==> src/rtl/twos_complement_decoder_serial.sv <==
// twos_complement_decoder_serial: bit-serial two's-complement to sign-magnitude decoder with valid/ready on both sides
module twos_complement_decoder_serial #(
  parameter int WIDTH = 8
) (
  input  logic             clk,
  input  logic             rst_n,
  input  logic             in_valid,
  output logic             in_ready,
  input  logic [WIDTH-1:0] numero,
  output logic             out_valid,
  input  logic             out_ready,
  output logic             signo,
  output logic [WIDTH-2:0] magnitud,
  output logic             desborde,
  output logic             ocupado
);
  localparam int CW = $clog2(WIDTH);
  typedef enum logic [1:0] {IDLE, SHIFT, DONE} state_t;
  state_t state, state_n;
  logic [WIDTH-1:0] sr, res;
  logic [CW-1:0] cnt;
  logic sgn, seen_one, last;
  assign last = cnt == CW'(WIDTH - 1);
  always_ff @(posedge clk or negedge rst_n)
    if (!rst_n) state <= IDLE;
    else state <= state_n;
  always_comb begin
    state_n = state == IDLE  ? (in_valid ? SHIFT : IDLE) :
              state == SHIFT ? (last ? DONE : SHIFT) :
                               (out_ready ? IDLE : DONE);
    in_ready = state == IDLE;
    ocupado = state != IDLE;
  end
  always_ff @(posedge clk or negedge rst_n)
    if (!rst_n) begin
      sr <= '0;
      res <= '0;
      cnt <= '0;
      sgn <= 1'b0;
      seen_one <= 1'b0;
      out_valid <= 1'b0;
    end else begin
      out_valid <= state_n == DONE;
      if (state == IDLE && in_valid) begin
        sr <= numero;
        sgn <= numero[WIDTH-1];
        cnt <= '0;
        seen_one <= 1'b0;
        res <= '0;
      end else if (state == SHIFT) begin
        res <= {(sgn & seen_one) ^ sr[0], res[WIDTH-1:1]};
        sr <= sr >> 1;
        seen_one <= seen_one | sr[0];
        cnt <= last ? cnt : cnt + 1'b1;
      end
    end
  assign signo = sgn;
  assign magnitud = res[WIDTH-2:0];
  assign desborde = res[WIDTH-1];
endmodule

==> config.mk <==
export PLATFORM = sky130hd
export DESIGN_NAME = twos_complement_decoder_serial
export DESIGN_NICKNAME = d
export VERILOG_FILES = /design/src/rtl/twos_complement_decoder_serial.sv
export SDC_FILE = /design/constraint.sdc
export NUM_CORES = 1
export LEC_CHECK = 0
export CAP_MARGIN = 25
export CORE_MARGIN = 2
export CORE_UTILIZATION = 35
export DETAILED_ROUTE_END_ITERATION = 8
export PLACE_DENSITY = 0.64
export SKIP_CTS_REPAIR_TIMING = 1
export SLEW_MARGIN = 20
export SYNTH_ARGS = -nofsm -noshare
export SYNTH_HDL_FRONTEND = slang
export SYNTH_SLANG_ARGS = --single-unit
==> constraint.sdc <==
create_clock -name clk -period 3.6 [get_ports clk]
set_clock_uncertainty 0.1 [all_clocks]
set_input_delay 0.72 -clock clk [delete_from_list [all_inputs] [get_ports clk]]
set_output_delay 0.72 -clock clk [all_outputs]
set_load 0.02 [all_outputs]
==> impl_metrics.toml <==
[timing]
max_freq_mhz = 400
final.setup.tns_ns = 0
hold_violations = 0
drv_slew = 0
period_share_pct = 69.4
worstMarginPinSlew_ns = 0.727
post-route-min-period_ns = 2.50
finalSetupViolations = 0
maxSlewHeadroom_pct = 51.2
rsz0062_at_grt = "no"

[floorplanning]
io_pins = 24
num_rows = 19
start_util_pct = 36.8
die_x_um = 57.8
die-area_sq_um = 3350
design.core.area_sq_um = 2760
die_h_um = 57.8

[finish]
area_growth_pct = 26.0
finalInstanceArea_sq_um = 1280
fin_util_pct = 46.4
layout.nets = 124
finalNonFillerCells = 139
n_antenna_cell = 0
drive_gt1_share_pct = 4.63

[placement]
port_buffers = 23
place_area_sq_um = 1260
dp.cells = 136
hpwl_mm = 1.37
globalplace.congestion = 0.716

[yosys]
syn_avg_cell_area_sq_um = 11.7
synth_area_sq_um = 1010
seq_area_frac_synth_pct = 59.2
syn_nets = 101
synthCells = 87
ys_ff_latch = 24
synth_warnings = 0
ys_types = 22

[run]
maxCapViolCount = 0

[clocking]
cts_tree = "yes"
clkSlewWorstSetupHoldPaths_ns = 0.12
cts_sinks = 24
root_buffer = "clkbuf_4"
clkLatencyLatePin_ns = 0.30
cts_buffer_depth = 2
numCtsBuffers = 3
h-tree-depth = 1

[worst_hold_path]
hp-class = "flip-flop to flip-flop"

[drt]
finalWirelength_mm = 1.91
drtIter0Drc = 8
wl_per_cell_um = 13.8
vias = 766
drt_drc_violations_left = 0
drt_pass1_iterations = 4
ant_nets = 0
viasPerCell = 5.51

[grt]
grt_pass1_wl_mm = 3.27
grt_usage_pct = 12.5
grt_max_degree = 25
antenna_found_initial = 0
overflow = 0
first_global_vias = 755

[setup_path]
critical_path.startpoint_type = "flip-flop"
required_ns = 2.78
crit_slowest_cell = "clkdlybuf4s50_1"
cp_max_fo = 10
crit_family = "buffers and inverters"
path_cells = "nor2_1 -> clkdlybuf4s50_1"
crit_type = "flip-flop to primary output"
endpoint_kind = "primary output"
path_buf_inv = 1
critical_path_arrival_ns = 1.68
crit_path_max_incr_delay_ns = 0.64

[power]
p_leak_nw = 0.559
peakVddDrop_mv = 0.500
power_density_nw_per_um2 = 875
finalPower_mw = 1.12

[status]
status = "finished clean"
## registers in the layout (all words and copies together), names as in the netlist
| signal | count |
|---|---|
| cnt | 3 |
| out_valid | 1 |
| res | 8 |
| seen_one | 1 |
| signo | 1 |
| sr | 8 |
| state | 2 |
## per-layer routing
metal | GRT usage (%) | wire [um] | up-vias
li1 | - | - | 369
met5 | 0 | 0 | -
met3 | 4.02 | 110 | 0
met4 | 2.33 | 0 | 0
met1 | 14.9 | 906 | 376
met2 | 22.4 | 895 | 21
## worst reg2reg max path, delay by kind of cell (launching register included)
kind / cells / cell delay, ns
flops: 1 / 0.51
buf+inv: 1 / 0.32
compound gates: 2 / 0.67
## cell usage after synthesis (all sizes together)
cell type,count,share of area (%)
o22ai,7,4.3
a22oi,2,1.5
nand2b,2,1.2
o31ai,1,0.74
nand3,1,0.49
ha,2,2.5
dfrtp,24,59
a22o,8,6.9
a21oi,3,1.5
inv,4,1.5
xnor2,1,0.86
nand2,4,1.5
nor3,1,0.49
nor2b,1,0.62
o21ai,6,3.0
o2bb2ai,3,2.6
buf,6,3.5
a2bb2oi,7,6.0
nor2,4,1.7
## cell families (layout without fill, tap and decap cells)
family	after synthesis	in the layout	share of synthesized area (%)
AOI/OAI and AO/OA	37	37	26.5
xor gates and xnor gates	1	1	0.863
adders and majority gates	2	2	2.47
buffers and inverters	10	31	4.93
DFF	24	24	59.2
and+or+nand+nor	13	13	6.04
## stage by stage
stage          hold slack, ns  worst slack, ns
4_1_cts                 0.434             1.07
3_5_place_dp            0.406             1.36
6_report                0.421             1.10
5_1_grt                 0.458             1.02
3_3_place_gp            0.384             1.41
2_1_floorplan           0.324             1.72
## path summary, 6_finish.rpt
kind | start | to | slack, ns | cells past startpoint
max in group asynchronous | rst_n | seen_one$_DFFE_PN0P_ | 2.52 | 2
max reg2reg | state[1]$_DFF_PN0_ | res[7]$_DFFE_PN0P_ | 1.91 | 3
max | state[1]$_DFF_PN0_ | in_ready | 1.10 | 2
min reg2reg | res[0]$_DFFE_PN0P_ | res[0]$_DFFE_PN0P_ | 0.42 | 1
min | res[0]$_DFFE_PN0P_ | res[0]$_DFFE_PN0P_ | 0.42 | 1
min in group asynchronous | rst_n | res[1]$_DFFE_PN0P_ | 0.66 | 2
## where the power goes
| group | switching (mW) | internal [mW] | leakage [nW] | total, mW |
|---|---|---|---|---|
| Sequential | 0.0964 | 0.387 | 0.295 | 0.484 |
| Combinational | 0.251 | 0.274 | 0.250 | 0.524 |
| Clock | 0.0717 | 0.0390 | 0.0138 | 0.111 |
| Total | 0.419 | 0.700 | 0.559 | 1.12 |
## final cells by class
type                    instances  area [sq um]
clock buffers                   3          22.5
fillers                       284          1480
inverters                       4          15.0
multi-input cells              53           364
flip-flops and latches         24           601
well taps                      31          38.8
repair buffers                 24           238
## layout by cell type, fill, tap and decap left out
cell type	n
dfrtp_1	24
clkdlybuf4s50_1	23
a22o_1	8
o22ai_1	7
a2bb2oi_1	7
o21ai_0	5
inv_1	4
nand2_1	4
nor2_1	3
a21oi_1	3
o2bb2ai_1	3
clkbuf_4	3
nand2b_1	2
a22oi_1	2
ha_1	2
nor2b_1	1
o21ai_1	1
nor3_1	1
nand3_1	1
xnor2_1	1
o31ai_1	1
nor2_2	1
buf_4	1
Power figures use the tool's default switching activity.
